## src/rtl/float_acc_seq.sv

```systemverilog
`timescale 1ns/1ps
// float_acc_seq: folds a variable-length packet of FP32 beats into one sum through
// a single shared external pipelined adder. A single-beat packet is output 2 cycles
// after it is accepted; an N-beat packet drains about ADD_LAT * log2(N) cycles after
// its last beat. in_ready is 1 only in ACCUM. Beats are never stalled while a packet
// is being accumulated. in_ready stays 0 while the block drains and until out_ready
// takes the sum.
//
// Ports:
//   clk, rst_n                  clock, asynchronous active-low reset
//   in_valid/in_ready/in_data   input beat stream; in_last marks the final beat
//   add_a/add_b/add_issue       combinational operands for the external adder
//   add_sum                     adder result, ADD_LAT cycles after the issue
//   out_valid/out_ready         packet sum handshake; out_data and out_count are registered
//   busy                        a packet is in progress, or operands are held or in flight
module float_acc_seq #(
  parameter int ADD_LAT = 3,
  parameter int CNT_W   = 8
) (
  input  logic             clk,
  input  logic             rst_n,
  input  logic             in_valid,
  output logic             in_ready,
  input  logic [31:0]      in_data,
  input  logic             in_last,
  output logic [31:0]      add_a,
  output logic [31:0]      add_b,
  output logic             add_issue,
  input  logic [31:0]      add_sum,
  output logic             out_valid,
  input  logic             out_ready,
  output logic [31:0]      out_data,
  output logic [CNT_W-1:0] out_count,
  output logic             busy
);

  typedef enum logic [1:0] {
    S_ACCUM = 2'd0,
    S_DRAIN = 2'd1,
    S_OUT   = 2'd2
  } state_t;

  state_t             r_state;
  state_t             w_state_nxt;
  logic [31:0]        r_hold;
  logic               r_hold_v;
  logic [31:0]        w_hold_nxt;
  logic               w_hold_v_nxt;
  logic [ADD_LAT-1:0] r_vsr;
  logic [CNT_W-1:0]   r_cnt;
  logic               r_out_valid;
  logic [31:0]        r_out_data;
  logic [CNT_W-1:0]   r_out_count;
  logic               w_acc;
  logic               w_rv;
  logic               w_out_load;
  logic               w_out_done;

  assign in_ready  = (r_state == S_ACCUM);
  assign w_acc     = in_valid & in_ready;
  // The adder has no valid, so the valid shift register tells us when add_sum is real.
  assign w_rv      = r_vsr[ADD_LAT-1];
  assign out_valid = r_out_valid;
  assign out_data  = r_out_data;
  assign out_count = r_out_count;
  assign busy      = (r_state != S_ACCUM) | r_hold_v | (|r_vsr);

  // Pairing: any two available operands (hold, adder result, new beat) go to the
  // adder together. The fixed priority gives a deterministic operand order.
  always_comb begin
    w_hold_nxt   = r_hold;
    w_hold_v_nxt = r_hold_v;
    add_a        = 32'd0;
    add_b        = 32'd0;
    add_issue    = 1'b0;
    if (r_state != S_OUT) begin
      if (w_rv && r_hold_v) begin
        add_issue    = 1'b1;
        add_a        = r_hold;
        add_b        = add_sum;
        // The hold register is freed by this issue, so a new beat can take it at once.
        w_hold_v_nxt = w_acc;
        if (w_acc) w_hold_nxt = in_data;
      end else if (w_rv && w_acc) begin
        add_issue = 1'b1;
        add_a     = add_sum;
        add_b     = in_data;
      end else if (w_rv) begin
        w_hold_nxt   = add_sum;
        w_hold_v_nxt = 1'b1;
      end else if (r_hold_v && w_acc) begin
        add_issue    = 1'b1;
        add_a        = r_hold;
        add_b        = in_data;
        w_hold_v_nxt = 1'b0;
      end else if (w_acc) begin
        w_hold_nxt   = in_data;
        w_hold_v_nxt = 1'b1;
      end
    end
  end

  always_comb begin
    w_state_nxt = r_state;
    w_out_load  = 1'b0;
    w_out_done  = 1'b0;
    case (r_state)
      S_ACCUM: if (w_acc && in_last) w_state_nxt = S_DRAIN;
      S_DRAIN: begin
        // Nothing is in flight and no result is arriving, so the hold register
        // contains the full packet sum.
        if ((r_vsr == '0) && !w_rv) begin
          w_state_nxt = S_OUT;
          w_out_load  = 1'b1;
        end
      end
      S_OUT: begin
        if (r_out_valid && out_ready) begin
          w_state_nxt = S_ACCUM;
          w_out_done  = 1'b1;
        end
      end
      default: w_state_nxt = S_ACCUM;
    endcase
  end

  always_ff @(posedge clk or negedge rst_n) begin
    if (!rst_n) begin
      r_state <= S_ACCUM;
    end else begin
      r_state <= w_state_nxt;
    end
  end

  always_ff @(posedge clk or negedge rst_n) begin
    if (!rst_n) begin
      r_hold      <= 32'd0;
      r_hold_v    <= 1'b0;
      r_vsr       <= '0;
      r_cnt       <= '0;
      r_out_valid <= 1'b0;
      r_out_data  <= 32'd0;
      r_out_count <= '0;
    end else begin
      r_hold   <= w_hold_nxt;
      r_hold_v <= w_out_load ? 1'b0 : w_hold_v_nxt;
      r_vsr[0] <= add_issue;
      for (int i = 1; i < ADD_LAT; i++) begin
        r_vsr[i] <= r_vsr[i-1];
      end
      if (w_out_done) begin
        r_cnt <= '0;
      end else if (w_acc && (r_cnt != {CNT_W{1'b1}})) begin
        r_cnt <= r_cnt + 1'b1;
      end
      if (w_out_load) begin
        r_out_valid <= 1'b1;
        r_out_data  <= r_hold;
        r_out_count <= r_cnt;
      end else if (w_out_done) begin
        r_out_valid <= 1'b0;
      end
    end
  end

endmodule

```

## config.mk

```make
export PLATFORM = sky130hd
export DESIGN_NAME = float_acc_seq
export DESIGN_NICKNAME = d
export VERILOG_FILES = /design/src/rtl/float_acc_seq.sv
export SDC_FILE = /design/constraint.sdc
export NUM_CORES = 1
export LEC_CHECK = 0
export ABC_AREA = 1
export CAP_MARGIN = 40
export CORE_ASPECT_RATIO = 0.9
export CORE_UTILIZATION = 50
export DETAILED_ROUTE_END_ITERATION = 7
export GPL_TIMING_DRIVEN = 1
export PLACE_DENSITY = 0.89
export SYNTH_ARGS = -nofsm -noshare
export SYNTH_HDL_FRONTEND = slang
export SYNTH_SLANG_ARGS = --single-unit
export TNS_END_PERCENT = 50
```

## constraint.sdc

```tcl
create_clock -name clk -period 5.15 [get_ports clk]
set_input_delay 1.545 -clock clk [delete_from_list [all_inputs] [get_ports clk]]
set_output_delay 1.545 -clock clk [all_outputs]
set_load 0.1 [all_outputs]
```

==> results.py, run 1 <==
metrics = {
    "outcome": {
        "status": "complete, no violations",
    },
    "clock_network": {
        "clockBufferDepth": 2,
        "clk_pin_slew_ns": 0.07,
        "cts_sinks": 87,
        "h-tree-depth": 3,
        "cts_root_buf": "clkbuf_16",
        "cts_made_buffers": 9,
        "insertion_delay_ns": 0.34,
        "holdBufCountCts": 0,
        "tritoncts": "yes",
        "cts_resized": 0,
        "postCtsSetupBuffers": 0,
    },
    "worst_setup_path": {
        "startpoint_type": "primary input",
        "arrival_ns": 3.28,
        "critPathKind": "primary input to primary output",
        "endpoint_kind": "primary output",
        "reg2reg_slack_ns": 2.72,
        "worstSetupStartpoint": "in_valid",
        "worstPathRequired_ns": 3.61,
        "cp_max_fo": 34,
        "worstReg2RegStart": "r_vsr[2]",
    },
    "logic_synthesis": {
        "syn_area_um2": 5150,
        "ys_seq_area_frac": 0.423,
        "synth_common_cells": "236 x nand2_1, 117 x o21ai_0, 87 x dfrtp_1, 81 x inv_1, 49 x nor2_2",
        "synth_top_flop_cell": "dfrtp_1",
        "synth_top_area_frac": 0.423,
        "synth-seq-cells": 87,
        "ys_warn_count": 0,
        "yosysMostFrequentCell": "nand2_1",
        "synth_edf_count": 0,
        "async_flop_share": 1.00,
        "synth_top_cell_by_area": "dfrtp_1",
        "synth_fp_nets": 802,
        "syn_avg_cell_area_um2": 7.04,
        "ys_types": 23,
        "syn_inst": 732,
        "synthTopCellsByArea": "dfrtp_1 42%, nand2_1 17%, o21ai_0 11%, nor2_2 5.9%, inv_1 5.9%",
    },
    "final_layout": {
        "fin_util": 0.886,
        "fillers": 418,
        "layout.nets": 998,
        "drive_gt1_frac": 0.215,
        "area_growth_pct": 69.0,
        "seq_area_um2": 2180,
        "multi_input_area_um2": 2370,
        "postLayoutCellArea_um2": 8710,
        "diodes": 0,
    },
    "timing": {
        "finalCritPeriodShare": 0.937,
        "setup_violations": 0,
        "worst_clock_skew_ns": 0.0100,
        "drv_slew": 0,
        "post-route-min-period_ns": 4.83,
        "hold_viol_final": 0,
        "rsz0062_at_grt": "false",
        "fin_setup_tns_ns": 0,
        "worst_slew_pin_slew_ns": 0.800,
        "max-slew-margin-rel": 0.466,
        "max_freq_mhz": 207,
    },
    "global_route": {
        "overflow": 0,
        "grt_max_degree": 74,
        "grt_pass1_vias": 6132,
        "grt_use_total": 0.372,
        "grt_pass1_wl_um": 30700,
        "antenna_found_initial": 0,
    },
    "drt": {
        "detail_route.vias_per_cell": 5.74,
        "dr.pass1.iters": 6,
        "drt_iter0_markers": 565,
        "postRouteAntennaNets": 0,
        "routed_wl_um": 19200,
        "remaining_drc_errors": 0,
        "vias": 6074,
        "drt-wirelength-per-cell_um": 18.2,
    },
    "floorplan": {
        "die_w_um": 109,
        "start_util": 0.524,
        "ios": 177,
        "rows": 34,
        "core_area_um2": 9830,
        "die_area_um2": 10700,
        "die_y_um": 98.3,
    },
    "flow_run": {
        "max_cap_violations": 0,
    },
    "place": {
        "io_buffers": 176,
        "post-dp-hpwl_um": 13000,
        "place_area_um2": 8380,
        "gp_routability_congestion": 0.852,
    },
    "worst_hold_path": {
        "hold_start": "r_vsr[1]",
        "worstHoldPathType": "flop to flop",
    },
}
## path summary, 6_finish.rpt
check | endpoint | cells past startpoint
max | add_a[1] | 7
min | r_vsr[2] | 0
max reg2reg | r_hold[27] | 7
min reg2reg | r_vsr[2] | 0
max in group asynchronous | r_hold[17] | 2
min in group asynchronous | out_data[5] | 1
## area by class of cell
cell class / count / area share
multi-input cells: 514 / 0.273
well taps: 126 / 0.0181
flip-flops and latches: 87 / 0.250
clock buffers: 9 / 0.0259
clock inverters: 7 / 0.0111
inverters: 86 / 0.0374
repair buffers: 230 / 0.385
## registers in the layout, indices dropped and copies added (netlist names)
signal,cells
r_cnt,8
r_vsr,3
r_hold,32
r_state,2
out_data,32
out_valid,1
out_count,8
r_hold_v,1
## cells in the final DEF, fill, tap and decap left out, types with 3 or more instances in the layout
cell type,instances
clkbuf_16,9
inv_1,81
dfrtp_1,87
clkinvlp_4,3
nor2_2,50
nor2_1,25
nand2_1,234
buf_4,9
buf_16,14
o21ai_0,117
nand2_2,4
buf_8,29
inv_2,4
o21ai_1,30
buf_12,68
clkdlybuf4s50_1,110
nand3_1,41
## layer usage
layer	routed length (µm)	GRT usage	up-vias
met3	2020	0.103	108
li1	-	-	2677
met5	0	0	-
met2	9360	0.630	491
met1	6840	0.425	2798
met4	1020	0.193	0
## per-stage QoR
| stage | hold WS (ns) | std cells | setup slack (ns) |
|---|---|---|---|
| 6_report | 0.415 | 1059 | 0.322 |
| 5_1_grt | 0.420 | 1059 | 0.224 |
| 4_1_cts | 0.409 | 1059 | 0.333 |
| 3_5_place_dp | 0.387 | 1043 | 0.360 |
| 3_3_place_gp | 0.376 | 999 | 0.403 |
| 2_1_floorplan | 0.373 | 732 | 0.209 |
## kinds of logic (layout without fill, tap and decap cells)
| kind of cell | count (synthesis) | in the layout | synth area share |
|---|---|---|---|
| simple gates | 362 | 362 | 0.306 |
| flops | 87 | 87 | 0.423 |
| compound gates | 149 | 149 | 0.145 |
| fa+ha+maj | 1 | 1 | 0.00243 |
| xor+xnor | 2 | 2 | 0.00340 |
| buf+inv | 131 | 332 | 0.121 |
## critical path, cell delays in order
cell and delay (ns):
clkdlybuf4s50_1 0.51, nand2_4 0.09, o21ai_1 0.21, nand3_4 0.11
buf_4 0.28, nor2_1 0.28, buf_12 0.21
Power of run 1 is left out: the tool's default activity adds up to more than one toggle a clock period on the data nets, which glitch-free logic cannot reach.
==> inputs of run 2 (changes only) <==
CORE_UTILIZATION = 45   (was 50)
PLACE_DENSITY = 0.81   (was 0.89)
==> results.py, run 2 (synthesis results as in run 1) <==
metrics = {
    "timing": {
        "worst_clock_skew_ns": 0.00780,
        "finalCritPeriodShare": 0.929,
        "post-route-min-period_ns": 4.78,
        "setup_violations": 0,
        "max-slew-margin-rel": 0.478,
        "fin_setup_tns_ns": 0,
        "hold_ws_ns": 0.396,
        "max_freq_mhz": 209,
        "hold_viol_final": 0,
        "rsz0062_at_grt": "false",
        "drv_slew": 0,
        "worst_slew_pin_slew_ns": 0.782,
    },
    "global_route": {
        "grt_max_degree": 84,
        "grt_pass1_vias": 5698,
        "grt_use_total": 0.299,
        "grt_pass1_wl_um": 27600,
        "antenna_found_initial": 0,
        "overflow": 0,
    },
    "place": {
        "io_buffers": 176,
        "gp_routability_congestion": 0.828,
        "place_area_um2": 8420,
        "post-dp-hpwl_um": 12200,
    },
    "clock_network": {
        "clockBufferDepth": 2,
        "postCtsSetupBuffers": 0,
        "holdBufCountCts": 0,
        "h-tree-depth": 3,
        "clk_pin_slew_ns": 0.06,
        "tritoncts": "yes",
        "cts_root_buf": "clkbuf_16",
        "cts_resized": 0,
        "insertion_delay_ns": 0.34,
        "cts_sinks": 87,
        "cts_made_buffers": 9,
    },
    "final_layout": {
        "layout.nets": 999,
        "diodes": 0,
        "area_growth_pct": 70.2,
        "drive_gt1_frac": 0.215,
        "fin_util": 0.798,
        "layout_common_cells": "234 x nand2_1, 117 x o21ai_0, 110 x clkdlybuf4s50_1",
        "postLayoutCellArea_um2": 8770,
        "final_common_cell": "nand2_1",
    },
    "worst_hold_path": {
        "hold_path_end": "r_vsr[2]",
        "worstHoldPathType": "flop to flop",
        "hold_start": "r_vsr[1]",
        "holdPathStages": 0,
    },
    "floorplan": {
        "die_w_um": 115,
        "core_area_um2": 11000,
        "start_util": 0.469,
        "die_y_um": 104,
        "ios": 177,
        "rows": 36,
        "die_area_um2": 11900,
    },
    "worst_setup_path": {
        "cp_num_buf_inv": 4,
        "reg2reg_slack_ns": 2.70,
        "max_stage_delay_ns": 0.51,
        "cp_max_fo": 15,
        "worstPathCellList": "clkdlybuf4s50_1 -> nand2_4 -> inv_4 -> nand2_2 -> buf_4 -> nand2_1 -> o21ai_1 -> nor2_1 -> buf_12",
        "endpoint_kind": "primary output",
        "worstReg2RegStart": "r_vsr[2]",
        "arrival_ns": 3.24,
        "startpoint_type": "primary input",
        "reg2regPathDepth": 7,
        "worstPathRequired_ns": 3.61,
        "crit_slowest_cell": "clkdlybuf4s50_1",
        "critPathKind": "primary input to primary output",
        "crit_family": "buffers and inverters",
        "regToRegEndpoint": "r_hold[29]",
    },
    "drt": {
        "remaining_drc_errors": 0,
        "drt-wirelength-per-cell_um": 15.5,
        "dr.pass1.iters": 6,
        "detail_route.vias_per_cell": 5.18,
        "routed_wl_um": 16900,
        "vias": 5625,
        "postRouteAntennaNets": 0,
        "drt_iter0_markers": 400,
    },
    "flow_run": {
        "max_cap_violations": 0,
    },
    "outcome": {
        "status": "complete, no violations",
    },
}
-- run 2: cell count changes in the layout (fill, tap and decap cells not counted) --
cell        previous run  this run
buf_12                68        67
buf_16                14        15
buf_4                  9        11
buf_8                 29        28
bufinv_16              2         3
clkbuf_1               0         1
clkbuf_8               0         1
clkinvlp_4             3         0
-- run 2: stage by stage --
stage | cells | setup slack (ns)
floorplan | 732 | 0.209
global placement | 1027 | 0.386
detailed placement | 1070 | 0.399
CTS | 1086 | 0.389
global route | 1086 | 0.258
finish | 1086 | 0.367
-- run 2: worst max-delay path by stage --
stage,to,cells after the start,startpoint
5_1_grt,add_a[29],9,in_valid
2_1_floorplan,add_a[10],8,in_valid
3_5_place_dp,add_a[19],9,in_valid
6_report,add_a[6],9,in_valid
3_3_place_gp,add_a[0],8,in_valid
4_1_cts,add_a[19],9,in_valid
-- run 2: cell type report --
type / count / area [µm²]
clock inverter: 5 / 104
tap: 152 / 190
inverter: 86 / 325
timing repair buffer: 231 / 3360
sequential: 87 / 2180
multi-input combinational: 514 / 2370
fill: 730 / 2220
clock buffer: 11 / 243
-- run 2: metal layers --
layer  global-route usage  wire length (µm)
met1                0.354              6710
met2                0.506              8300
met3               0.0714              1350
met4                0.146               531
met5                    0                 0
Power of run 2 is left out for the same reason.
==> inputs of run 3 (changes only) <==
ABC_CLOCK_PERIOD_IN_PS = 5150   (was unset)
CORE_MARGIN = 5   (was unset)
GPL_TIMING_DRIVEN = 0   (was 1)
==> results.py, run 3 (synthesis results as in run 1) <==
metrics = {
    "outcome": {
        "status": "complete, no violations",
    },
    "worst_setup_path": {
        "endpoint_kind": "primary output",
        "worstPathRequired_ns": 3.61,
        "arrival_ns": 3.37,
        "cp_max_fo": 10,
        "critPathKind": "primary input to primary output",
        "startpoint_type": "primary input",
    },
    "clock_network": {
        "cts_root_buf": "clkbuf_16",
        "clk_pin_slew_ns": 0.07,
        "clockBufferDepth": 2,
        "postCtsSetupBuffers": 0,
        "holdBufCountCts": 0,
        "h-tree-depth": 3,
        "cts_made_buffers": 9,
        "cts_sinks": 87,
        "insertion_delay_ns": 0.33,
        "tritoncts": "yes",
    },
    "timing": {
        "drv_slew": 0,
        "max-slew-margin-rel": 0.633,
        "fin_setup_tns_ns": 0,
        "max_freq_mhz": 204,
        "hold_viol_final": 0,
        "hold_ws_ns": 0.384,
        "post-route-min-period_ns": 4.91,
        "finalCritPeriodShare": 0.954,
        "rsz0062_at_grt": "false",
        "worst_clock_skew_ns": 0.0105,
        "setup_violations": 0,
        "worst_slew_pin_slew_ns": 0.551,
    },
    "final_layout": {
        "layout.nets": 1066,
        "drive_gt1_frac": 0.222,
        "diodes": 0,
        "area_growth_pct": 81.8,
        "final_common_cell": "nand2_1",
        "layout_common_cells": "236 x nand2_1, 117 x o21ai_0, 110 x clkdlybuf4s50_1",
        "final_cells": 1157,
        "fin_util": 0.826,
        "fillers": 639,
    },
    "floorplan": {
        "start_util": 0.454,
        "ios": 177,
        "die_y_um": 112,
        "die_area_um2": 13700,
        "die_w_um": 123,
        "core_area_um2": 11300,
        "rows": 37,
    },
    "global_route": {
        "antenna_found_initial": 0,
        "grt_pass1_vias": 6385,
        "grt_pass1_wl_um": 33300,
        "overflow": 0,
        "grt_use_total": 0.309,
        "grt_max_degree": 59,
    },
    "worst_hold_path": {
        "worstHoldPathType": "flop to flop",
    },
    "drt": {
        "detail_route.vias_per_cell": 5.49,
        "vias": 6352,
        "dr.pass1.iters": 7,
        "routed_wl_um": 22000,
        "postRouteAntennaNets": 0,
        "drt_iter0_markers": 713,
        "drt-wirelength-per-cell_um": 19.0,
        "remaining_drc_errors": 0,
    },
    "place": {
        "dpl.cell_count": 1173,
        "post-dp-hpwl_um": 16100,
        "io_buffers": 176,
        "gp_routability_congestion": 0.892,
    },
    "flow_run": {
        "max_cap_violations": 0,
    },
}
==> run 3: cell types whose count changed in the layout (fill, tap and decap cells not counted), moves of 6 or more <==
| cell | change |
|---|---|
| buf_12 | -13 |
| buf_16 | +10 |
| buf_2 | +18 |
| buf_4 | -6 |
| buf_6 | +12 |
| clkbuf_1 | +9 |
| dlygate4sd2_1 | +10 |
| dlymetal6s2s_1 | +23 |
==> run 3: path summary, 6_finish.rpt <==
kind                            slack, ns  cells after the start      from           end
worst max-delay path                 0.24                      9  in_valid      add_b[9]
worst min-delay path                 0.38                      0  r_vsr[1]      r_vsr[2]
worst max register to register       3.39                      6  r_vsr[2]     r_hold[3]
worst min register to register       0.38                      0  r_vsr[1]      r_vsr[2]
max in group asynchronous            3.36                      2     rst_n      r_hold_v
min in group asynchronous            1.14                      1     rst_n  out_count[6]
==> run 3: what timing repair did <==
action | CTS | global route
endpoints found under the setup margin | 28 | 43
pin swaps | 0 | 1
cloned | 0 | 0
resized for setup | 29 | 62
==> run 3: through the flow <==
step / cell area, µm² / setup WS (ns)
detailed placement: 9060 / -0.236
floorplan: 5150 / 0.209
CTS: 9320 / -0.0129
global route: 9370 / 0.162
global placement: 7110 / -0.693
finish: 9370 / 0.237
==> run 3: metal layers <==
metal,up-vias,global-route usage,share of wire
li1,2817,-,-
met1,3018,0.383,0.37
met4,0,0.110,0.034
met3,79,0.0640,0.11
met5,-,0,0
met2,438,0.527,0.49
==> run 3: cell type report <==
type / instances / area [µm²] / area share
multi-input cells: 514 / 2350 / 0.251
flip-flops and latches: 87 / 2180 / 0.232
plain buffers: 45 / 300 / 0.0321
inverters: 86 / 328 / 0.0350
repair buffers: 253 / 3700 / 0.395
clock buffers: 10 / 239 / 0.0255
well taps: 156 / 195 / 0.0208
clock inverters: 6 / 68.8 / 0.00735
==> run 3: worst max-delay path: stages <==
cell and delay, ns:
clkdlybuf4s50_1 0.51, nand2_4 0.10, o21ai_1 0.13, nand3_1 0.12
buf_6 0.18, buf_6 0.17, nor2_2 0.08, dlygate4sd2_1 0.33
buf_16 0.20
Power of run 3 is left out for the same reason.
